File: config.mk
export PLATFORM = sky130hd
export DESIGN_NAME = beam_thresh_loader
export DESIGN_NICKNAME = d
export VERILOG_FILES = /design/src/rtl/beam_thresh_loader.sv
export SDC_FILE = /design/constraint.sdc
export NUM_CORES = 2
export LEC_CHECK = 0
export BUFFER_PORTS_ARGS = -buffer_cell sky130_fd_sc_hd__buf_2
export CORE_MARGIN = 2
export CORE_UTILIZATION = 50
export CTS_CLUSTER_DIAMETER = 60
export CTS_CLUSTER_SIZE = 24
export DETAILED_ROUTE_END_ITERATION = 8
export HOLD_SLACK_MARGIN = 0.15
export PLACE_DENSITY_LB_ADDON = 0.05
export REMOVE_ABC_BUFFERS = 1
export SYNTH_ARGS = -nofsm -noshare
export SYNTH_HDL_FRONTEND = slang
export SYNTH_SLANG_ARGS = --single-unit
File: constraint.sdc
create_clock -name clk_i -period 3.38 [get_ports clk_i]
set_input_delay 0.169 -clock clk_i [delete_from_list [all_inputs] [get_ports clk_i]]
set_output_delay 0.169 -clock clk_i [all_outputs]
set_load 0.1 [all_outputs]
File: src/rtl/beam_thresh_loader.sv
// Threshold cascade writer for the dual-beam trigger units.
// Holds shadow copies of both per-beam threshold sets. On an apply request
// it streams the selected set(s) into the cascaded threshold chain, beam
// NBEAMS-1 first, then pulses the per-set update strobe.
//
// Ports:
//   clk_i, rst_n_i     clock, synchronous active-low reset
//   reg_addr_i/dat_i   shadow write beam index / threshold value
//   reg_sel_i          shadow bank select (0 = set 0, 1 = set 1)
//   reg_wr_i           shadow write strobe
//   apply_i            per-set load request pulse
//   thresh_o           {set 1 value, set 0 value} shifted into the chain
//   thresh_wr_o        per-set chain shift enable
//   thresh_update_o    per-set apply strobe
//   busy_o / done_o    load in progress / load-complete pulse
//   wr_err_o           sticky: a shadow write was dropped
module beam_thresh_loader #(
  parameter int unsigned       NBEAMS         = 48,
  parameter int unsigned       TBITS          = 18,
  parameter logic [TBITS-1:0]  DEFAULT_THRESH = TBITS'(4000),
  localparam int unsigned      ABITS          = $clog2(NBEAMS)
) (
  input  logic                 clk_i,
  input  logic                 rst_n_i,
  input  logic [ABITS-1:0]     reg_addr_i,
  input  logic [TBITS-1:0]     reg_dat_i,
  input  logic                 reg_sel_i,
  input  logic                 reg_wr_i,
  input  logic [1:0]           apply_i,
  output logic [2*TBITS-1:0]   thresh_o,
  output logic [1:0]           thresh_wr_o,
  output logic [1:0]           thresh_update_o,
  output logic                 busy_o,
  output logic                 done_o,
  output logic                 wr_err_o
);

  localparam logic [2:0] S_IDLE   = 3'd0;
  localparam logic [2:0] S_READ   = 3'd1;
  localparam logic [2:0] S_SHIFT  = 3'd2;
  localparam logic [2:0] S_UPDATE = 3'd3;
  localparam logic [2:0] S_DONE   = 3'd4;

  // Power-up contents come from the declaration; reset leaves them alone.
  logic [TBITS-1:0] bank0 [NBEAMS] = '{default: DEFAULT_THRESH};
  logic [TBITS-1:0] bank1 [NBEAMS] = '{default: DEFAULT_THRESH};

  logic [2:0]         state_q, state_d;
  logic [ABITS-1:0]   addr_q, addr_d;
  logic               last_q, last_d;
  logic [1:0]         mask_q, mask_d;
  logic [1:0]         pend_q, pend_d;
  logic [2*TBITS-1:0] thresh_d;
  logic [1:0]         wr_d, upd_d;
  logic               busy_d, done_d, err_d;

  logic               addr_ok, bank_busy, wr_ok, wr_drop;
  logic [2*TBITS-1:0] rd_data;

  // Shadow write admission: in range, and not into a bank being streamed.
  assign addr_ok   = {1'b0, reg_addr_i} < (ABITS+1)'(NBEAMS);
  assign bank_busy = (state_q != S_IDLE) && mask_q[reg_sel_i];
  assign wr_ok     = reg_wr_i && addr_ok && !bank_busy;
  assign wr_drop   = reg_wr_i && !wr_ok;

  // Read port; thresh_o is its output register. Masked-off sets read as 0.
  assign rd_data = {mask_q[1] ? bank1[addr_q] : {TBITS{1'b0}},
                    mask_q[0] ? bank0[addr_q] : {TBITS{1'b0}}};

  // Shadow RAM write port
  always_ff @(posedge clk_i) begin
    if (wr_ok && !reg_sel_i) bank0[reg_addr_i] <= reg_dat_i;
    if (wr_ok &&  reg_sel_i) bank1[reg_addr_i] <= reg_dat_i;
  end

  // Next state and next registered outputs
  always_comb begin
    state_d  = state_q;
    addr_d   = addr_q;
    last_d   = last_q;
    mask_d   = mask_q;
    pend_d   = pend_q | apply_i;
    thresh_d = '0;
    wr_d     = 2'b00;
    upd_d    = 2'b00;
    done_d   = 1'b0;
    err_d    = wr_err_o;

    case (state_q)
      S_IDLE: begin
        if ((apply_i | pend_q) != 2'b00) begin
          mask_d  = apply_i | pend_q;
          pend_d  = 2'b00;
          err_d   = 1'b0;
          addr_d  = ABITS'(NBEAMS - 1);
          last_d  = 1'b0;
          state_d = S_READ;
        end
      end
      // READ issues the first (beam NBEAMS-1) read; SHIFT keeps the stream
      // gapless and leaves one cycle after beam 0 has been presented.
      S_READ, S_SHIFT: begin
        if (last_q) begin
          upd_d   = mask_q;
          state_d = S_UPDATE;
        end else begin
          thresh_d = rd_data;
          wr_d     = mask_q;
          addr_d   = addr_q - 1'b1;
          last_d   = (addr_q == '0);
          state_d  = S_SHIFT;
        end
      end
      S_UPDATE: begin
        done_d  = 1'b1;
        state_d = S_DONE;
      end
      S_DONE: begin
        state_d = S_IDLE;
      end
      default: begin
        state_d = S_IDLE;
      end
    endcase

    if (wr_drop) err_d = 1'b1;
    busy_d = (state_d != S_IDLE);
  end

  // State and output registers
  always_ff @(posedge clk_i) begin
    if (!rst_n_i) begin
      state_q         <= S_IDLE;
      addr_q          <= '0;
      last_q          <= 1'b0;
      mask_q          <= 2'b00;
      pend_q          <= 2'b00;
      thresh_o        <= '0;
      thresh_wr_o     <= 2'b00;
      thresh_update_o <= 2'b00;
      busy_o          <= 1'b0;
      done_o          <= 1'b0;
      wr_err_o        <= 1'b0;
    end else begin
      state_q         <= state_d;
      addr_q          <= addr_d;
      last_q          <= last_d;
      mask_q          <= mask_d;
      pend_q          <= pend_d;
      thresh_o        <= thresh_d;
      thresh_wr_o     <= wr_d;
      thresh_update_o <= upd_d;
      busy_o          <= busy_d;
      done_o          <= done_d;
      wr_err_o        <= err_d;
    end
  end

endmodule
Word level (Yosys, flattened, before mapping)
Memories as Yosys holds them, arrays and structs flattened. A register that Yosys moved wholly into a read port is not among the register bits.
Index checks and enable logic that the tools add are counted.

word-level totals
  register bits after elaboration = 21
  memory bits (writable) = 1,728
  input bits = 30
  output and inout bits = 43
  memories = 2

memory list
  name   depth  bits a word  rd ports  clocked after Yosys merged registers in  write ports  RTL line  RTL
  bank0  48     18           1         1                                        1            45        logic [TBITS-1:0] bank0 [NBEAMS] = '{default: DEFAULT_THRESH};
  bank1  48     18           1         1                                        1            46        logic [TBITS-1:0] bank1 [NBEAMS] = '{default: DEFAULT_THRESH};

operators by class
  add/subtract/negate cells = 1
  order comparisons = 2
  equal/unequal tests = 5
  mux-type cells = 20
  bitwise operators = 5
  reduce and logical (&&, ||, !) cells = 26

operators by type and width
  operator                                                                       number
  1-bit two-way mux                                                              12
  6-bit two-way mux                                                              2
  6-bit case mux with 2 select lines                                             1
  3-bit case mux with 3 select lines                                             1
  2-bit nonzero test                                                             4
  4-bit OR reduction                                                             2
  3-bit by 2-bit equality test with 1-bit output (second input constant)         2
  1-bit logical AND                                                              6
  6-bit logical NOT                                                              1
  6-bit less-than comparator (second input constant)                             1
  2-bit AND reduction                                                            3
  3-bit AND reduction                                                            2
  3-bit nonzero test                                                             2
  6-bit by 1-bit subtractor with 6-bit output (second input constant)            1
  2-bit two-way mux                                                              2
  2-bit inequality test (second input constant)                                  2
  1-bit NOT                                                                      4
  3-bit by 1-bit equality test with 1-bit output (second input constant)         1
  1-bit logical NOT                                                              3
  3-bit logical NOT                                                              1
  3-bit two-way mux                                                              1
  3-bit OR reduction                                                             1
  1-bit by 2-bit less-than comparator with 1-bit output (second input constant)  1
  2-bit OR                                                                       1
  other kinds (2)                                                                2

Longest topological paths before layout
  word-level depth = 9
  gate-level depth with buffers = 10
  mapped depth without buffers = 6

Worst setup path before layout
Ideal clock, no wire load.

  path kind = reg-to-reg
  start = register state_q[1]
  end = memory bank0[16][0], enable pin
  setup time = 393 ps
  arrival time = 2,197 ps
  path slack = 790 ps
  cell stages (with the launch flop) = 5
  path buffers = 0
  clock period less this slack = 2,590 ps
  cell sequence = dfxtp_1 or3_1 a211oi_2 nand3_1 nor2_1

on the way
  cells in the longest elaborated chain, start to end = 7

ends and longest elaborated chain
  element                                  RTL line  RTL
  from (decl)                              48        logic [2:0] state_q, state_d;
  from (signal assigned)                   145       state_q <= state_d;
  3-bit nonzero test                       62        assign bank_busy = (state_q != S_IDLE) && mask_q[reg_sel_i];
  1-bit logical AND                        62
  1-bit logical NOT                        63        assign wr_ok = reg_wr_i && addr_ok && !bank_busy;
  1-bit logical AND                        63
  1-bit logical AND                        72        if (wr_ok && !reg_sel_i) bank0[reg_addr_i] <= reg_dat_i;
  1-bit two-way mux                        72
  1-bit two-way mux (not written as such)  72
  to (decl)                                45

Every way passes these cells.

==> report_table.html <==
<table>
<tr><th>Metric</th><th>Value</th></tr>
<tr><th colspan="2">Outcome</th></tr>
<tr><td>Outcome</td><td>finished, final reports clean</td></tr>
<tr><th colspan="2">Routing</th></tr>
<tr><td>Vias per std cell</td><td>6.28</td></tr>
<tr><td>Via count</td><td>33394</td></tr>
<tr><td>DRC errors left</td><td>0</td></tr>
<tr><td>Initial DRC count</td><td>4014</td></tr>
<tr><td>Final ANT Viol Nets</td><td>0</td></tr>
<tr><td>DRT Pass-1 Iters</td><td>5</td></tr>
<tr><td>Aggregate routed wire length</td><td>186000 um</td></tr>
<tr><td>DR WL/cell</td><td>35.0 um</td></tr>
<tr><th colspan="2">Critical path</th></tr>
<tr><td>Type of destination of the critical path</td><td>register</td></tr>
<tr><td>Highest cell delay on the worst timing path</td><td>0.77 ns</td></tr>
<tr><td>Number of cells traversed by the worst register-to-register path</td><td>6</td></tr>
<tr><td>Timing startpoint of the critical path</td><td>addr_q[1]</td></tr>
<tr><td>Endpoint of the lowest-slack register-to-register path</td><td>thresh_o[0]</td></tr>
<tr><td>Max FO, Critical Path</td><td>46</td></tr>
<tr><td>Crit path capture</td><td>thresh_o[0]</td></tr>
<tr><td>Cell chain of the critical path</td><td>buf_12, nand2_1, o22ai_1, o22ai_1, a2111oi_2, a31oi_1</td></tr>
<tr><td>Type of origin of the critical path</td><td>register</td></tr>
<tr><td>Most frequent cell on the critical path</td><td>o22ai_1</td></tr>
<tr><td>Slack of the worst reg-to-reg path</td><td>0.03 ns</td></tr>
<tr><td>Slowest cell on crit path</td><td>dfxtp_4</td></tr>
<tr><td>Start-to-end type of the worst setup path</td><td>register to register</td></tr>
<tr><td>Worst EP required</td><td>3.99 ns</td></tr>
<tr><td>Data arrival time of the critical path</td><td>3.96 ns</td></tr>
<tr><td>Launch instance of the worst register-to-register path</td><td>addr_q[1]</td></tr>
<tr><th colspan="2">Min path</th></tr>
<tr><td>Worst Hold Class</td><td>input port to register</td></tr>
<tr><th colspan="2">Global routing</th></tr>
<tr><td>Total overflow reported by the global router</td><td>0</td></tr>
<tr><td>Number of global-route vias before repair</td><td>33665</td></tr>
<tr><td>All-Layer GR Usage</td><td>27.0%</td></tr>
<tr><td>Global-route wire length before repair</td><td>262000 um</td></tr>
<tr><td>Maximum number of pins on one net before global-route repair</td><td>97</td></tr>
<tr><td>Antenna violations before repair</td><td>8</td></tr>
<tr><th colspan="2">CTS</th></tr>
<tr><td>Clock-pin transition on the worst setup and hold timing paths</td><td>0.08 ns</td></tr>
<tr><td>CTS resizes</td><td>0</td></tr>
<tr><td>Level count of the clock H-tree</td><td>4</td></tr>
<tr><td>Max Buffers Root-to-Sink</td><td>3</td></tr>
<tr><td>CTS Buf Count</td><td>136</td></tr>
<tr><td>Master cell of the clock root buffer</td><td>clkbuf_16</td></tr>
<tr><td>Sink Count</td><td>1785</td></tr>
<tr><td>CTS tree</td><td>yes</td></tr>
<tr><td>Clock insertion delay at the later pin of the skew report</td><td>0.79 ns</td></tr>
<tr><th colspan="2">Yosys</th></tr>
<tr><td>Number of library cell types mapped by synthesis</td><td>54</td></tr>
<tr><td>Most used DFF post-synth</td><td>edfxtp_1</td></tr>
<tr><td>Cell types occupying the most area after synthesis</td><td>edfxtp_1 76%, mux4_2 14%, mux2i_1 2.0%</td></tr>
<tr><td>Flops &amp; latches, synth</td><td>1785</td></tr>
<tr><td>Number of enable-type register cells in the synthesized netlist</td><td>1728</td></tr>
<tr><td>Yosys warning total</td><td>0</td></tr>
<tr><td>Most area-hungry cell type in the Yosys netlist</td><td>edfxtp_1</td></tr>
<tr><td>Post-Synthesis Mean Instance Area</td><td>22.2 um^2</td></tr>
<tr><td>Gate Count Post-Synth</td><td>3068</td></tr>
<tr><td>Share of synthesized area occupied by flip-flops and latches</td><td>77.8%</td></tr>
<tr><td>Cell area after synthesis</td><td>68100 um^2</td></tr>
<tr><td>Async set-or-reset flop fraction in the synthesized netlist</td><td>0%</td></tr>
<tr><td>Area share of the leading cell type in the synthesized netlist</td><td>76.2%</td></tr>
<tr><th colspan="2">Die</th></tr>
<tr><td>Chip width</td><td>373 um</td></tr>
<tr><td>Starting Density</td><td>50.3%</td></tr>
<tr><td>Boundary pin count</td><td>73</td></tr>
<tr><td>Die extent in y</td><td>373 um</td></tr>
<tr><td>Standard-cell row count</td><td>135</td></tr>
<tr><td>Area of the die</td><td>139000 um^2</td></tr>
<tr><td>CORE AREA</td><td>135000 um^2</td></tr>
<tr><th colspan="2">Timing</th></tr>
<tr><td>Final critical-path required period</td><td>3.35 ns</td></tr>
<tr><td>Setup repair after global routing missed its margin</td><td>no</td></tr>
<tr><td>Final setup skew</td><td>0.0315 ns</td></tr>
<tr><td>Max_slew headroom</td><td>14.4%</td></tr>
<tr><td>Total count of max-transition violations in the final report</td><td>0</td></tr>
<tr><td>Upper clock frequency limit</td><td>0.299 GHz</td></tr>
<tr><td>Period utilisation layout</td><td>99.1%</td></tr>
<tr><td>Final Hold Vio Count</td><td>0</td></tr>
<tr><td>Worst-Margin Slew</td><td>1.28 ns</td></tr>
<tr><td>Endpoints failing setup</td><td>0</td></tr>
<tr><th colspan="2">Finish</th></tr>
<tr><td>Final Cell Area</td><td>77900 um^2</td></tr>
<tr><td>Share of final-layout standard cells stronger than drive strength 1</td><td>32.1%</td></tr>
<tr><td>Final instance count without filler cells</td><td>5316</td></tr>
<tr><td>Layout overhead on the synthesized area</td><td>14.3%</td></tr>
<tr><td>Filler instances</td><td>9832</td></tr>
<tr><td>Net count, final</td><td>3457</td></tr>
<tr><th colspan="2">Place</th></tr>
<tr><td>Cell Count Post-Placement</td><td>5036</td></tr>
<tr><td>Placement-stage cell area</td><td>72900 um^2</td></tr>
<tr><td>Number of buffers added on ports</td><td>72</td></tr>
<tr><td>Final Wtd Congestion</td><td>0.891</td></tr>
<tr><td>Sum of net half-perimeters after detailed placement</td><td>114000 um</td></tr>
<tr><th colspan="2">Power</th></tr>
<tr><td>Total power divided by cell area</td><td>721 nW/um^2</td></tr>
<tr><td>Maximum vdd drop</td><td>0.000529 V</td></tr>
<tr><td>Total design power</td><td>56200 uW</td></tr>
<tr><td>Pleak</td><td>0.0245 uW</td></tr>
<tr><th colspan="2">Flow run</th></tr>
<tr><td>Number of violations of the max-capacitance limit</td><td>0</td></tr>
</table>
synthesized netlist by cell type, types with 4 or more instances:
| library cell | number |
|---|---|
| o21ai_0 | 10 |
| a221oi_1 | 8 |
| a32o_1 | 4 |
| buf_6 | 21 |
| a22o_1 | 4 |
| and3_1 | 5 |
| buf_1 | 11 |
| or3_1 | 5 |
| nand2_1 | 65 |
| mux4_2 | 419 |
| nor3_1 | 14 |
| a22oi_1 | 62 |
| a211oi_1 | 6 |
| nand3_1 | 54 |
| buf_2 | 53 |
| mux2i_1 | 138 |
| a2111oi_2 | 4 |
| mux2_2 | 31 |
| and2_1 | 7 |
| a31oi_1 | 10 |
| nor2b_1 | 9 |
| a21oi_1 | 33 |
| clkbuf_1 | 38 |
| nand3b_1 | 6 |
| o31a_1 | 5 |
| o22ai_1 | 36 |
| buf_4 | 34 |
| dfxtp_1 | 57 |
| edfxtp_1 | 1728 |
| o221ai_1 | 4 |
| nor2_1 | 138 |
| inv_1 | 4 |
| nor3b_1 | 4 |
| o211ai_1 | 6 |
cells by family after synthesis:
family	Yosys count	share of synthesized area, %
buf+inv	167	1.45
mux	588	16.4
fa+ha+maj	2	0.0367
compound gates	204	2.13
simple gates	317	2.08
flops	1785	77.8
xor+xnor	5	0.0643
critical path, delay by kind of cell, from the launching register on:
kind            cells  cell delay, ns
buf+inv             1            0.37
compound gates      4            1.52
flops               1            0.77
simple gates        1            0.46
layer usage:
| metal | global-route usage [%] | vias to the layer above | share of wire (%) |
|---|---|---|---|
| li1 | - | 13631 | - |
| met1 | 37.8 | 18126 | 41 |
| met2 | 44.2 | 1397 | 50 |
| met3 | 3.94 | 238 | 6.6 |
| met4 | 8.71 | 2 | 3.3 |
| met5 | 0 | - | 0.0059 |
what timing repair did:
item	in CTS	in global routing
hold buffers	32	0
endpoints found under the hold margin	871	0
setup buffers	0	0
registers in the layout, summed over array words and instances, names as in the netlist, 2 cells and up:
name             count
thresh_o            36
mask_q               2
bank0              864
thresh_wr_o          2
addr_q               6
thresh_update_o      2
bank1              864
pend_q               2
state_q              3
report_power, final:
part | leakage (uW) | switching, uW | internal (uW)
clock | 0.00224 | 8120 | 8790
sequential | 0.0160 | 397 | 24400
combinational | 0.00631 | 8300 | 6170
area by class of cell:
class	instances	area, um^2	area share [%]
Sequential cell	1785	53000	68.1
Antenna cell	3	7.51	0.00964
Clock buffer	152	3630	4.66
Inverter	9	35.0	0.0450
Tap cell	1781	2230	2.86
Clock inverter	93	1010	1.29
Timing Repair Buffer	377	3560	4.58
Multi-Input combinational cell	1116	14300	18.4
how the worst min path moves through the flow:
stage,endpoint,cells after the start,slack [ns],from
final,bank0[9][6],1,0.13,reg_dat_i[6]
after global routing,bank0[9][6],1,0.16,reg_dat_i[6]
after CTS,pend_q[1],4,0.16,rst_n_i
after detailed placement,last_q,3,0.45,rst_n_i
after global placement,last_q,3,0.45,rst_n_i
after floorplan,bank0[0][0],0,0.27,reg_dat_i[0]
stage by stage:
stage / TNS [ns] / util [%] / hold WS (ns) / worst slack [ns]
after floorplan: -717.03 / - / 0.268 / -21.24
after global placement: 0 / 53.9 / 0.446 / 0.128
after detailed placement: 0 / 53.9 / 0.447 / 0.0763
after CTS: 0 / 57.5 / 0.159 / 0.0807
after global routing: 0 / 57.5 / 0.163 / 0.0736
final: 0 / 57.5 / 0.125 / 0.0315
cell usage in the layout (no fill, tap or decap), drive strengths merged, types with 5 or more instances in the layout:
| cell type | instances |
|---|---|
| a31oi | 10 |
| clkinv | 37 |
| nor2b | 9 |
| dlygate4sd3 | 32 |
| dfxtp | 57 |
| and2 | 7 |
| clkbuf | 152 |
| nor3 | 14 |
| a221oi | 8 |
| a21oi | 33 |
| a22oi | 62 |
| buf | 345 |
| clkinvlp | 16 |
| mux2i | 138 |
| nand3 | 54 |
| o31a | 5 |
| mux2 | 31 |
| o211ai | 6 |
| o21ai | 11 |
| inv | 39 |
| edfxtp | 1728 |
| or3 | 5 |
| o22ai | 36 |
| mux4 | 419 |
| a211oi | 7 |
| bufinv | 10 |
| nand2 | 65 |
| nor2 | 138 |
| and3 | 5 |
| nand3b | 6 |
Power figures use the tool's default switching activity.
